**src/rtl/rbus_eject.sv**
```systemverilog
// rbus_eject: ring stop that copies beats addressed to IDA/IDB into a 4-entry local eject FIFO.
// Latency: ring beat to out_* is 1 cycle; an ejected beat is visible on loc_* 1 cycle after arrival.
// Backpressure: the ring never stalls. A first beat is refused (and counted) unless 2 entries are free.
// Ports: clk/rst (sync, active-high); in_* ring beat in; out_* registered ring beat out;
//        loc_valid/loc_ready/loc_* FIFO head to the local consumer; fifo_level, bounce_cnt status.
module rbus_eject #(
  parameter logic [4:0] IDA        = 5'd0,
  parameter logic [4:0] IDB        = IDA,
  parameter int         SIG_W      = 16,
  parameter int         USED_BIT   = 0,
  parameter int         SECOND_BIT = 1
) (
  input  logic             clk,
  input  logic             rst,
  input  logic [SIG_W-1:0] in_signals,
  input  logic [9:0]       in_src_req,
  input  logic [9:0]       in_dst_req,
  input  logic [36:0]      in_address,
  output logic [SIG_W-1:0] out_signals,
  output logic [9:0]       out_src_req,
  output logic [9:0]       out_dst_req,
  output logic [36:0]      out_address,
  output logic             loc_valid,
  input  logic             loc_ready,
  output logic [SIG_W-1:0] loc_signals,
  output logic [9:0]       loc_src_req,
  output logic [36:0]      loc_address,
  output logic [2:0]       fifo_level,
  output logic [15:0]      bounce_cnt
);

  localparam int         ENT_W   = SIG_W + 10 + 37;
  localparam logic [9:0] IDA_EXT = {5'd0, IDA};
  localparam logic [9:0] IDB_EXT = {5'd0, IDB};

  logic [SIG_W-1:0] out_signals_q, out_signals_d;
  logic [9:0]       out_src_req_q, out_src_req_d;
  logic [9:0]       out_dst_req_q, out_dst_req_d;
  logic [36:0]      out_address_q, out_address_d;
  logic [1:0]       wr_ptr_q, wr_ptr_d;
  logic [1:0]       rd_ptr_q, rd_ptr_d;
  logic [2:0]       level_q, level_d;
  logic             pend_second_q, pend_second_d;
  logic [15:0]      bounce_q, bounce_d;
  logic [ENT_W-1:0] mem_q [4];
  logic [ENT_W-1:0] mem_d [4];

  logic       hit, first_hit, first_eject, second_eject, push, pop;
  logic [2:0] free_ent;

  always_comb begin
    hit          = in_signals[USED_BIT] && ((in_dst_req == IDA_EXT) || (in_dst_req == IDB_EXT));
    first_hit    = hit && !in_signals[SECOND_BIT];
    // Free entries are judged before this cycle's pop; needing two keeps a slot for the partner beat.
    free_ent     = 3'd4 - level_q;
    first_eject  = first_hit && (free_ent >= 3'd2);
    second_eject = hit && in_signals[SECOND_BIT] && pend_second_q;
    push         = first_eject || second_eject;
    pop          = (level_q != 3'd0) && loc_ready;

    out_signals_d = in_signals;
    if (push) begin
      out_signals_d[USED_BIT] = 1'b0;
    end
    out_src_req_d = in_src_req;
    out_dst_req_d = in_dst_req;
    out_address_d = in_address;

    // Only the cycle right after an accepted first beat may eject a second beat.
    pend_second_d = first_eject;

    bounce_d = bounce_q;
    if (first_hit && !first_eject && (bounce_q != 16'hFFFF)) begin
      bounce_d = bounce_q + 16'd1;
    end

    mem_d = mem_q;
    if (push) begin
      mem_d[wr_ptr_q] = {in_signals, in_src_req, in_address};
    end
    wr_ptr_d = push ? wr_ptr_q + 2'd1 : wr_ptr_q;
    rd_ptr_d = pop  ? rd_ptr_q + 2'd1 : rd_ptr_q;

    case ({push, pop})
      2'b10:   level_d = level_q + 3'd1;
      2'b01:   level_d = level_q - 3'd1;
      default: level_d = level_q;
    endcase
  end

  always_ff @(posedge clk) begin
    if (rst) begin
      out_signals_q <= '0;
      out_src_req_q <= '0;
      out_dst_req_q <= '0;
      out_address_q <= '0;
      wr_ptr_q      <= '0;
      rd_ptr_q      <= '0;
      level_q       <= '0;
      pend_second_q <= 1'b0;
      bounce_q      <= '0;
    end else begin
      out_signals_q <= out_signals_d;
      out_src_req_q <= out_src_req_d;
      out_dst_req_q <= out_dst_req_d;
      out_address_q <= out_address_d;
      wr_ptr_q      <= wr_ptr_d;
      rd_ptr_q      <= rd_ptr_d;
      level_q       <= level_d;
      pend_second_q <= pend_second_d;
      bounce_q      <= bounce_d;
    end
  end

  // Storage needs no reset: the pointers alone decide what is valid.
  always_ff @(posedge clk) begin
    mem_q <= mem_d;
  end

  assign out_signals = out_signals_q;
  assign out_src_req = out_src_req_q;
  assign out_dst_req = out_dst_req_q;
  assign out_address = out_address_q;
  assign loc_valid   = (level_q != 3'd0);
  assign loc_signals = mem_q[rd_ptr_q][ENT_W-1 -: SIG_W];
  assign loc_src_req = mem_q[rd_ptr_q][46:37];
  assign loc_address = mem_q[rd_ptr_q][36:0];
  assign fifo_level  = level_q;
  assign bounce_cnt  = bounce_q;

endmodule
```
**config.mk**
```make
export PLATFORM = sky130hd
export DESIGN_NAME = rbus_eject
export DESIGN_NICKNAME = d
export VERILOG_FILES = /design/src/rtl/rbus_eject.sv
export SDC_FILE = /design/constraint.sdc
export NUM_CORES = 1
export LEC_CHECK = 0
export BUFFER_PORTS_ARGS = -buffer_cell sky130_fd_sc_hd__buf_4
export CAP_MARGIN = 10
export CORE_MARGIN = 2
export CORE_UTILIZATION = 40
export DETAILED_ROUTE_END_ITERATION = 10
export GPL_TIMING_DRIVEN = 0
export PLACE_DENSITY_LB_ADDON = 0.1
export SYNTH_ARGS = -nofsm -noshare
export SYNTH_HDL_FRONTEND = slang
export SYNTH_SLANG_ARGS = --single-unit
```
**constraint.sdc**
```tcl
create_clock -name clk -period 4.1 [get_ports clk]
set_input_delay 0.615 -clock clk [delete_from_list [all_inputs] [get_ports clk]]
set_output_delay 0.615 -clock clk [all_outputs]
set_load 0.05 [all_outputs]
```
After elaboration in Yosys (flattened, before gate mapping) --
Index checks and enable logic that the tools add are counted.
Storage, ports and cells: logic and storage cells 52, flip-flop bits (word level) 349, input bits 76, output and inout bits 156
Cells by class: eq/ne operators 3, $add $sub $neg 6, reduce and logical (&&, ||, !) cells 16, multiplexer cells 7, bitwise logic cells 2, order comparisons 4
Operators by type and width (count):
- bitwise mux 252 bit | 1
- two-way mux 63 bit | 3
- binary-select mux 63 bit (select 2 bit) | 1
- demux 63 bit (select 2 bit) | 1
- adder 16 x 1 -> 16 bit (second input constant) | 1
- != test 16 bit (second input constant) | 1
- logical NOT 10 bit | 1
- logical AND 1 bit | 9
- >= comparator 3 bit (second input constant) | 2
- NOT 2 -> 3 bit | 2
- one-hot mux 3 bit (2 select lines) | 1
- adder 2 x 1 -> 2 bit (second input constant) | 2
- adder 3 x 1 -> 3 bit (second input constant) | 1
- >= comparator 3 x 2 -> 1 bit (second input constant) | 1
- less-than comparator 3 x 1 -> 1 bit (second input constant) | 1
- nonzero test 3 bit | 1
- subtractor 3 x 1 -> 3 bit (second input constant) | 1
- subtractor 3 bit (first input constant) | 1
- == test 2 x 1 -> 1 bit (second input constant) | 1
- == test 2 bit (second input constant) | 1
- logical NOT 1 bit | 2
- nonzero test 2 bit | 1
- OR reduction 2 bit | 1
- logical OR 1 bit | 1

Logic depth before layout (Yosys ltp) --
Gate-level depths: netlist (run 1).
depth after elaboration 7, depth in mapped cells 12, mapped depth without buffers 12

Worst setup path after synthesis (run 1) --
No wires, ideal clock.
path type reg-to-reg, start point register level_q[0] (netlist: fifo_level[0]), end point register mem_q[0] (netlist bit) (enable), setup time 428 ps, path slack 118 ps, clock period less this slack 3982 ps, arrival 3554 ps, required time 3672 ps, path buffers 0, cell stages (with the launch flop) 7, cell sequence dfxtp_1 -> inv_1 -> ha_1 -> ha_1 -> nor4b_2 -> nor3_1 -> and2_1
Between the ends: longest elaborated chain between the ends 4
RTL lines:
- from (decl) | RTL line 42 | logic [2:0] level_q, level_d;
- from (signal assigned) | RTL line 109 | level_q <= level_d;
- subtractor 3 bit | RTL line 55 | free_ent = 3'd4 - level_q;
- >= comparator 3 x 2 -> 1 bit | RTL line 56 | first_eject = first_hit && (free_ent >= 3'd2);
- logical AND 1 bit | RTL line 56
- logical OR 1 bit | RTL line 58 | push = first_eject || second_eject;
- to (signal assigned) | RTL line 117 | mem_q <= mem_d;
- to (decl) | RTL line 45 | logic [ENT_W-1:0] mem_q [4];
No other way between the ends. A chain may end at the register's enable or synchronous reset.

Final worst setup path (run 1) --
start point register rd_ptr_q[0], end point output port loc_address[7]
Between the ends: longest elaborated chain between the ends 4
RTL lines:
- from (decl) | RTL line 41 | logic [1:0] rd_ptr_q, rd_ptr_d;
- from (signal assigned) | RTL line 108 | rd_ptr_q <= rd_ptr_d;
- NOT 2 -> 3 bit (not written as such) | RTL line 127 | assign loc_address = mem_q[rd_ptr_q][36:0];
- binary-select mux 63 bit (select 2 bit) | RTL line 127
- two-way mux 63 bit (not written as such) (2 in a row) | RTL line 127
- to (decl) | RTL line 27 | output logic [36:0] loc_address,
No other way between the ends. The select of a mux whose other input is x is not followed.

==> results of run 1 <==
-- metrics by stage --
stage           util  setup TNS [ns]  area (µm²)  total power, mW
2_1_floorplan      -               0       12300             4.08
3_3_place_gp   0.477         -325.29       14600             4.24
3_5_place_dp   0.481               0       14700             4.25
4_1_cts        0.523               0       16000             7.70
5_1_grt        0.523               0       16000             7.87
6_report       0.523               0       16000             7.61
-- per-layer routing --
| metal | share of wire | global-route usage |
|---|---|---|
| met5 | 0 | 0 |
| met2 | 0.51 | 0.282 |
| met1 | 0.42 | 0.207 |
| met4 | 0.017 | 0.0416 |
| met3 | 0.054 | 0.0359 |
-- worst paths after layout --
path / start / to / slack (ns)
setup / recovery: rd_ptr_q[0]$_SDFFE_PP0P_ / loc_address[7] / 0.76
hold / removal: in_src_req[7] / mem_q[170]$_DFFE_PP_ / 0.31
setup reg to reg: fifo_level[0]$_SDFFE_PP0P_ / mem_q[213]$_DFFE_PP_ / 0.80
hold reg to reg: bounce_cnt[14]$_SDFFE_PP0P_ / bounce_cnt[14]$_SDFFE_PP0P_ / 0.51
-- worst reg2reg max path, cell delays in order (launching register included) --
cell and delay, ns:
dfxtp_1 0.37, inv_1 0.10, ha_1 0.21, ha_1 0.28, nor4b_2 0.17, nor3_1 0.85
and2_4 0.66, buf_12 0.32
-- synth_stat cells, types with 2 or more instances --
master / n
a21oi_1: 7
a31o_2: 3
and2_1: 5
and4_1: 3
buf_1: 3
buf_2: 7
clkbuf_1: 17
dfxtp_1: 97
edfxtp_1: 252
ha_1: 9
inv_1: 11
mux2_2: 2
mux4_2: 63
nand2_1: 9
nand3_1: 5
nand4_1: 3
nor2_1: 22
nor2b_1: 76
nor3_1: 6
nor4_1: 5
nor4b_1: 3
xnor2_1: 11
xor2_1: 3
-- final cells by class --
class,instances,area [µm²]
tap,396,495
sequential,349,9510
clock inverter,16,221
fill,2514,14600
multi-input combinational,251,2690
inverter,11,41.3
buffer,27,110
timing repair buffer,234,1820
clock buffer,52,1060
-- where the power goes --
| part | total [mW] | leakage, nW | switching (mW) | internal (mW) |
|---|---|---|---|---|
| registers | 3.82 | 3.07 | 0.0106 | 3.81 |
| clock network | 3.44 | 0.627 | 1.31 | 2.14 |
| logic | 0.343 | 1.95 | 0.226 | 0.116 |
| total | 7.61 | 5.64 | 1.54 | 6.07 |
-- state kept, by name (all words and copies together) (netlist names), 3 cells and up --
name,count
mem_q,252
out_address,37
bounce_cnt,16
out_signals,16
out_dst_req,10
out_src_req,10
fifo_level,3
-- cell families after synthesis --
kind of cell,count (synthesis)
mux,66
simple gates,148
fa+ha+maj,10
xor+xnor,14
compound gates,13
flops,349
buf+inv,38
-- placed cells by master, fill, tap and decap left out, types with 2 or more instances in the layout --
master,netlist,final
a21oi_1,7,7
a31o_2,3,3
and2_4,0,4
and4_1,3,3
buf_1,3,3
buf_12,0,2
buf_16,0,2
buf_2,7,7
buf_4,0,230
bufinv_16,0,5
clkbuf_1,17,26
clkbuf_16,0,39
clkbuf_8,0,4
clkinv_2,0,6
clkinv_4,0,2
clkinvlp_4,0,2
dfxtp_1,97,97
edfxtp_1,252,252
ha_1,9,9
inv_1,11,11
mux2_2,2,2
mux4_2,63,63
nand2_1,9,9
nand3_1,5,5
nand4_1,3,3
nor2_1,22,22
nor2b_1,76,76
nor3_1,6,6
nor4_1,5,5
nor4b_1,3,3
xnor2_1,11,11
xor2_1,3,3
==> results.tsv, run 1 <==
metric	value	unit
status	finished clean	
post_synth_and_or_nand_nor_area_fraction	0.0722	
timing.max_cap.violations	0	
num_vias	6564	
floorplan.die_area	32300	µm²
yosys.area.top_type	edfxtp_1	
tritoncts.num_buffers	37	
layout_nets	997	
max_slew.worst_pin.slew	1.11	ns
synthDistinctLibCells	39	
post-place-ws	0.551	ns
arrival	2.72	ns
clk_root_buffer_cell	clkbuf_16	
clk_path_buf_depth	3	
maxSlewHeadroom	0.253	
hold_class	in2reg	
avg_cell_area_syn	19.3	µm²
die_h	180	µm
ios	232	
required	3.48	ns
worst_path_largest_cell_delay	0.61	ns
worst_hold_path.num_cells	1	
gr-usage-all-layers	0.162	
reg2regPathDepth	7	
overflow_left_after_global_routing	0	
routed_wire_length_per_instance	19.6	µm
ant_nets	0	
final.setup_skew	0.0155	ns
number_of_global_route_vias_before_repair	7122	
post-place-cells	1268	
synth-xor-area-share	0.00994	
ys_seq_elements	349	
final_min_period_over_clock_period	0.814	
tritoncts_clock_tree	done	
final.hold.worst_slack	0.307	ns
routed_via_density	4.91	
critical_path_cell_list	clkbuf_1 -> buf_2 -> mux4_2 -> buf_4	
cts_setup_buffers	0	
endpoint_kind	output port	
cts-htree-levels	2	
cell_area_power_density	477	nW/µm²
kind_of_launch_point_of_the_worst_setup_path	flop	
cpLargestDelayFamily	buffers and inverters	
irDropWorstVdd	0.272	mV
synth_top_flop_cell	edfxtp_1	
finalHoldViolations	0	
mapped_cells	638	
die_w	180	µm
static-leakage-power	5.64	nW
layout.cells.non_filler	1336	
drt_iter0_drc	300	
finalSetupViolations	0	
netlist_top_cells_area	edfxtp_1, dfxtp_1, mux4_2	
synth_enable_flop_cells	252	
totalWireLength	26.2	mm
final_max_slew_viol_count	0	
placement.io_buffers	230	
post-route-drc-count	0	
async_reset_ff_frac	0	
hpwl_after_detailed_placement	17.0	mm
floorplan.initialDensity	0.405	
mappedNetlistArea	12300	µm²
path_buf_inv	3	
synth.yosys.warnings	0	
fin_worst_setup_slack	0.761	ns
mappedNetlistNets	724	
post_cts_hold_buffer_count	0	
postCtsResizedCells	0	
fin_crit	3.34	ns
clkSlewWorstSetupHoldPaths	0.06	ns
worstSetupPathDepth	4	
synth.area.mux_share	0.118	
synth-compound-area-share	0.00679	
maximum_number_of_pins_on_one_net_before_global_route_repair	40	
area_growth	29.3	%
criticalPathCategory	reg2out	
critical_path_peak_fanout	10	
drt_first_pass_iters	4	
synth_top_family_by_area	multiplexers	
highest_clock_rate	0.300	GHz
final_layout_size_suffix_gt1_frac	0.401	
grt_pass1_wl	40.5	mm
synth_top_cell_area_share	0.613	
place_congestion	0.801	
setup_repair_after_global_routing_missed_its_margin	false	
rows	64	
insertedDiodeCount	0	
clock_sink_count	349	
worstSkewPairLatency	0.51	ns
sequential_area_share_after_synthesis	0.770	
synthAdderAreaFrac	0.0107	
antenna_found_initial	0	
critPathSlowestCell	clkbuf_1	
placeableCoreArea	30500	µm²
(Power assumes the default switching activity.)
==> inputs of run 2 (changes only) <==
==> constraint.sdc (replaced) <==
create_clock -name clk -period 3.33 [get_ports clk]
set_input_delay 0.4995 -clock clk [delete_from_list [all_inputs] [get_ports clk]]
set_output_delay 0.4995 -clock clk [all_outputs]
set_load 0.05 [all_outputs]
==> results.tsv, run 2 (synthesized netlist as in run 1, its figures left out) <==
metric	value	unit	change
die_w	180	µm	unchanged
clock_sink_count	349		unchanged
top_register	mem_q		
num_vias	6629		+0.99%
layout_nets	996		-0.10%
post_cts_hold_buffer_count	0		unchanged
tritoncts_clock_tree	done		
insertedDiodeCount	0		unchanged
hpwl_after_detailed_placement	17.0	mm	-0.48%
drt_iter0_drc	341		+14%
totalWireLength	26.3	mm	+0.45%
cts-htree-levels	2		unchanged
floorplan.initialDensity	0.405		unchanged
tritoncts.num_buffers	36		-2.7%
endpoint_kind	output port		
critical_path_peak_fanout	10		unchanged
clkSlewWorstSetupHoldPaths	0.06	ns	about the same
final_layout_size_suffix_gt1_frac	0.394		-0.00683
criticalPathCategory	reg2out		
grt_pass1_wl	40.6	mm	+0.10%
irDropWorstVdd	0.284	mV	+4.3%
floorplan.die_area	32300	µm²	unchanged
final_min_period_over_clock_period	0.944		
layout.cells.non_filler	1332		-0.30%
antenna_found_initial	0		unchanged
final.setup_skew	0.0101	ns	-0.00548 ns
ios	232		unchanged
maxSlewHeadroom	0.397		+0.144
clk_root_buffer_cell	clkbuf_16		
final_max_slew_viol_count	0		unchanged
kind_of_launch_point_of_the_worst_setup_path	flop		
p_total	9.15	mW	+20%
clk_path_buf_depth	3		unchanged
post-route-drc-count	0		unchanged
flip_flop_count_of_the_largest_register_all_copies_and_words_added	252		unchanged
routed_wire_length_per_instance	19.7	µm	+0.75%
overflow_left_after_global_routing	0		unchanged
drt_first_pass_iters	4		unchanged
timing.max_cap.violations	0		unchanged
area_growth	28.7	%	
final_common_cell	edfxtp_1		
routed_via_density	4.98		+1.3%
fin_crit	3.14	ns	
layout_common_cells	edfxtp_1, buf_4, dfxtp_1		
gr-usage-all-layers	0.162		-0.000483
finalSetupViolations	0		unchanged
cts_setup_buffers	0		unchanged
ant_nets	0		unchanged
final.hold.worst_slack	0.204	ns	-0.103 ns
place_congestion	0.803		+0.24%
cell_area_power_density	576	nW/µm²	+21%
placement.io_buffers	230		unchanged
setup_repair_after_global_routing_missed_its_margin	false		
arrival	2.64	ns	-0.08 ns
maximum_number_of_pins_on_one_net_before_global_route_repair	36		-10%
static-leakage-power	5.60	nW	-0.67%
post-place-cells	1268		unchanged
highest_clock_rate	0.318	GHz	
hold_class	in2reg		
total_of_fill_cells_in_the_finished_design	2527		+0.52%
status	finished clean		
number_of_global_route_vias_before_repair	7100		-0.31%
required	2.83	ns	-0.65 ns
die_h	180	µm	unchanged
rows	64		unchanged
placeableCoreArea	30500	µm²	unchanged
max_slew.worst_pin.slew	0.904	ns	-0.208 ns
finalHoldViolations	0		unchanged
worstSkewPairLatency	0.50	ns	about the same
[run 2: cell types whose count changed in the layout (fill, tap and decap cells not counted), sizes merged]
cell	before	now
bufinv	5	4
inv	12	11
clkbuf	69	71
clkinv	8	6
clkinvlp	2	0
[run 2: layout make-up]
cell class                      instances  area (µm²)  area share
Sequential cell                       349        9510       0.599
Multi-Input combinational cell        251        2700       0.170
Timing Repair Buffer                  234        1840       0.116
Clock buffer                           54        1040      0.0655
Tap cell                              396         495      0.0312
Clock inverter                         10         150     0.00945
Buffer                                 27         111     0.00701
Inverter                               11        41.3     0.00260
[run 2: worst paths after layout]
| kind | start | to | slack (ns) | cells past startpoint |
|---|---|---|---|---|
| setup reg to reg | fifo_level[0]$_SDFFE_PP0P_ | mem_q[2]$_DFFE_PP_ | 0.44 | 7 |
| hold / removal | in_address[8] | mem_q[134]$_DFFE_PP_ | 0.20 | 1 |
| hold reg to reg | bounce_cnt[14]$_SDFFE_PP0P_ | bounce_cnt[14]$_SDFFE_PP0P_ | 0.53 | 2 |
| setup / recovery | rd_ptr_q[1]$_SDFFE_PP0P_ | loc_signals[0] | 0.19 | 4 |
[run 2: what timing repair did]
item | in CTS | in global routing
setup endpoints to repair | 5 | 142
resized for setup | 1 | 1
endpoints found under the hold margin | 0 | 0
[run 2: stage by stage]
| step | utilization | area [µm²] | setup slack, ns | TNS, ns |
|---|---|---|---|---|
| after floorplan | - | 12300 | 0.00728 | 0 |
| after detailed placement | 0.481 | 14700 | -0.0361 | -3.94 |
| after CTS | 0.520 | 15900 | 0.0112 | 0 |
| after global placement | 0.478 | 14600 | -0.651 | -160.82 |
| final | 0.521 | 15900 | 0.187 | 0 |
| after global routing | 0.521 | 15900 | 0.0118 | 0 |
[run 2: power by group]
| part | switching (mW) | total (mW) | internal, mW |
|---|---|---|---|
| clock network | 1.55 | 4.02 | 2.46 |
| logic | 0.278 | 0.421 | 0.143 |
| registers | 0.0135 | 4.71 | 4.70 |
| total | 1.84 | 9.15 | 7.30 |
[run 2: per-layer routing]
layer,global-route usage,wire length (µm),up-vias
met2,0.276,13300,200
met4,0.0436,470,0
met1,0.207,11000,3398
met5,0,0,-
met3,0.0411,1490,36
li1,-,-,2995
[run 2: critical path, stage by stage (launching register included)]
cell and delay, ns:
dfxtp_1 0.30, clkbuf_1 0.58, buf_1 0.59, mux4_2 0.45, buf_4 0.22
==> inputs of run 3 (changes only) <==
--- a/config.mk
+++ b/config.mk
@@ -7,11 +7,14 @@
 export LEC_CHECK = 0
 export BUFFER_PORTS_ARGS = -buffer_cell sky130_fd_sc_hd__buf_4
 export CAP_MARGIN = 10
+export CELL_PAD_IN_SITES_DETAIL_PLACEMENT = 1
+export CELL_PAD_IN_SITES_GLOBAL_PLACEMENT = 2
 export CORE_MARGIN = 2
 export CORE_UTILIZATION = 40
 export DETAILED_ROUTE_END_ITERATION = 10
 export GPL_TIMING_DRIVEN = 0
 export PLACE_DENSITY_LB_ADDON = 0.1
+export SETUP_SLACK_MARGIN = 0.3
 export SYNTH_ARGS = -nofsm -noshare
 export SYNTH_HDL_FRONTEND = slang
 export SYNTH_SLANG_ARGS = --single-unit
==> results.tsv, run 3 (synthesized netlist as in run 1, its figures left out) <==
metric	value	unit	change
p_total	9.07	mW	-0.80%
antenna_found_initial	0		unchanged
drt_iter0_drc	227		-33%
clk_path_buf_depth	3		unchanged
insertedDiodeCount	0		unchanged
hpwl_after_detailed_placement	18.0	mm	+5.9%
worst_path_largest_cell_delay	0.57	ns	-0.02 ns
internal_power	7.16	mW	-2.0%
final_layout_size_suffix_gt1_frac	0.409		+0.0149
placeableCoreArea	30500	µm²	unchanged
max_slew.worst_pin.slew	0.901	ns	-0.00365 ns
ant_nets	0		unchanged
layout.cells.non_filler	1337		+0.38%
rows	64		unchanged
routed_via_density	4.95		-0.51%
critPathSlowestCell	mux4_2		
power.switching_fraction	0.211		+0.00950
place_congestion	0.769		-4.2%
clock_sink_count	349		unchanged
floorplan.initialDensity	0.405		unchanged
ios	232		unchanged
tritoncts.num_buffers	37		+2.8%
placement.io_buffers	230		unchanged
drt_first_pass_iters	4		unchanged
area_growth	28.6	%	about the same
flip_flop_count_of_the_largest_register_all_copies_and_words_added	252		unchanged
post-place-cells	1268		unchanged
highest_clock_rate	0.348	GHz	+9.5%
final_common_cell	edfxtp_1		
share_clk_of_total_power	0.434		-0.005
top_register	mem_q		
setup_repair_after_global_routing_missed_its_margin	true		
arrival	2.37	ns	-0.27 ns
finalSetupViolations	0		unchanged
die_h	180	µm	unchanged
required	2.83	ns	about the same
num_vias	6620		-0.14%
fin_crit	2.87	ns	-0.272 ns
final.setup_skew	0.0107	ns	+0.000599 ns
overflow_left_after_global_routing	0		unchanged
static-leakage-power	5.63	nW	+0.44%
tritoncts_clock_tree	done		
status	finished clean		
total_of_fill_cells_in_the_finished_design	2873		+14%
final.hold.worst_slack	0.192	ns	-0.0126 ns
timing.max_cap.violations	0		unchanged
r2r_slack	0.46	ns	+0.02 ns
totalWireLength	27.3	mm	+3.8%
final_max_slew_viol_count	0		unchanged
routed_wire_length_per_instance	20.4	µm	+3.4%
finalHoldViolations	0		unchanged
kind_of_launch_point_of_the_worst_setup_path	flop		
post_cts_hold_buffer_count	0		unchanged
die_w	180	µm	unchanged
switching_power	1.91	mW	+3.9%
layout_nets	999		+0.30%
floorplan.die_area	32300	µm²	unchanged
post-route-drc-count	0		unchanged
layout_common_cells	edfxtp_1, buf_4, dfxtp_1		
final_min_period_over_clock_period	0.862		-0.0816
maxSlewHeadroom	0.400		+0.00243
critical_path_peak_fanout	10		unchanged
clk_root_buffer_cell	clkbuf_16		
cell_area_power_density	571	nW/µm²	-0.78%
hold_class	in2reg		
critical_path_cell_list	clkbuf_2 -> buf_2 -> mux4_2 -> buf_4		
worstSkewPairLatency	0.51	ns	about the same
gr-usage-all-layers	0.169		+0.00743
cts-htree-levels	2		unchanged
number_of_global_route_vias_before_repair	7380		+3.9%
pwr-share-comb	0.047		about the same
endpoint_kind	output port		
power.share.sequential	0.519		+0.004
criticalPathCategory	reg2out		
clkSlewWorstSetupHoldPaths	0.06	ns	about the same
irDropWorstVdd	0.296	mV	+4.1%
maximum_number_of_pins_on_one_net_before_global_route_repair	34		-5.6%
utilization	0.520		about the same
grt_pass1_wl	42.5	mm	+4.8%
==> run 3: final timing paths <==
path	to	cells after the start	start
hold reg to reg	bounce_cnt[14]$_SDFFE_PP0P_	2	bounce_cnt[14]$_SDFFE_PP0P_
setup / recovery	loc_address[26]	4	rd_ptr_q[0]$_SDFFE_PP0P_
hold / removal	mem_q[2]$_DFFE_PP_	1	in_address[2]
setup reg to reg	fifo_level[2]$_SDFFE_PP0P_	12	fifo_level[0]$_SDFFE_PP0P_
==> run 3: area by class of cell <==
type / count / area, µm² / area share
Tap cell: 396 / 495 / 0.0312
Buffer: 27 / 124 / 0.00780
Clock inverter: 19 / 155 / 0.00977
Clock buffer: 48 / 1020 / 0.0642
Inverter: 11 / 41.3 / 0.00260
Sequential cell: 349 / 9510 / 0.599
Timing Repair Buffer: 235 / 1810 / 0.114
Multi-Input combinational cell: 252 / 2720 / 0.171
==> run 3: worst max-delay path: cells and delay by family, from the launching register on <==
family / cells / cell delay, ns
buffers and inverters: 3 / 0.97
flip-flops: 1 / 0.33
multiplexers: 1 / 0.57
==> run 3: per-layer routing <==
| layer | up-vias | GRT usage | share of wire |
|---|---|---|---|
| li1 | 3001 | - | - |
| met1 | 3393 | 0.208 | 0.41 |
| met2 | 185 | 0.298 | 0.52 |
| met3 | 41 | 0.0423 | 0.054 |
| met4 | 0 | 0.0439 | 0.020 |
| met5 | - | 0 | 0 |
==> run 3: what timing repair did <==
item,CTS,global route
cloned,0,1
setup endpoints to repair,59,151
gates resized for setup,7,4
buffers inserted,0,1
==> run 3: through the flow <==
step / cell area, µm² / setup TNS (ns) / setup WS, ns
finish: 15900 / 0 / 0.458
detailed placement: 14700 / 0 / 0.314
CTS: 15800 / 0 / 0.321
global route: 15900 / 0 / 0.281
global placement: 14600 / -77.95 / -0.316
floorplan: 12400 / 0 / 0.225
==> run 3: power by group through the flow <==
stage	registers [mW]	clock network, mW	logic (mW)
floorplan	4.97	0	0.0494
global placement	4.80	0	0.418
detailed placement	4.80	0	0.431
CTS	4.71	4.05	0.432
global route	4.71	4.22	0.450
finish	4.71	3.94	0.425
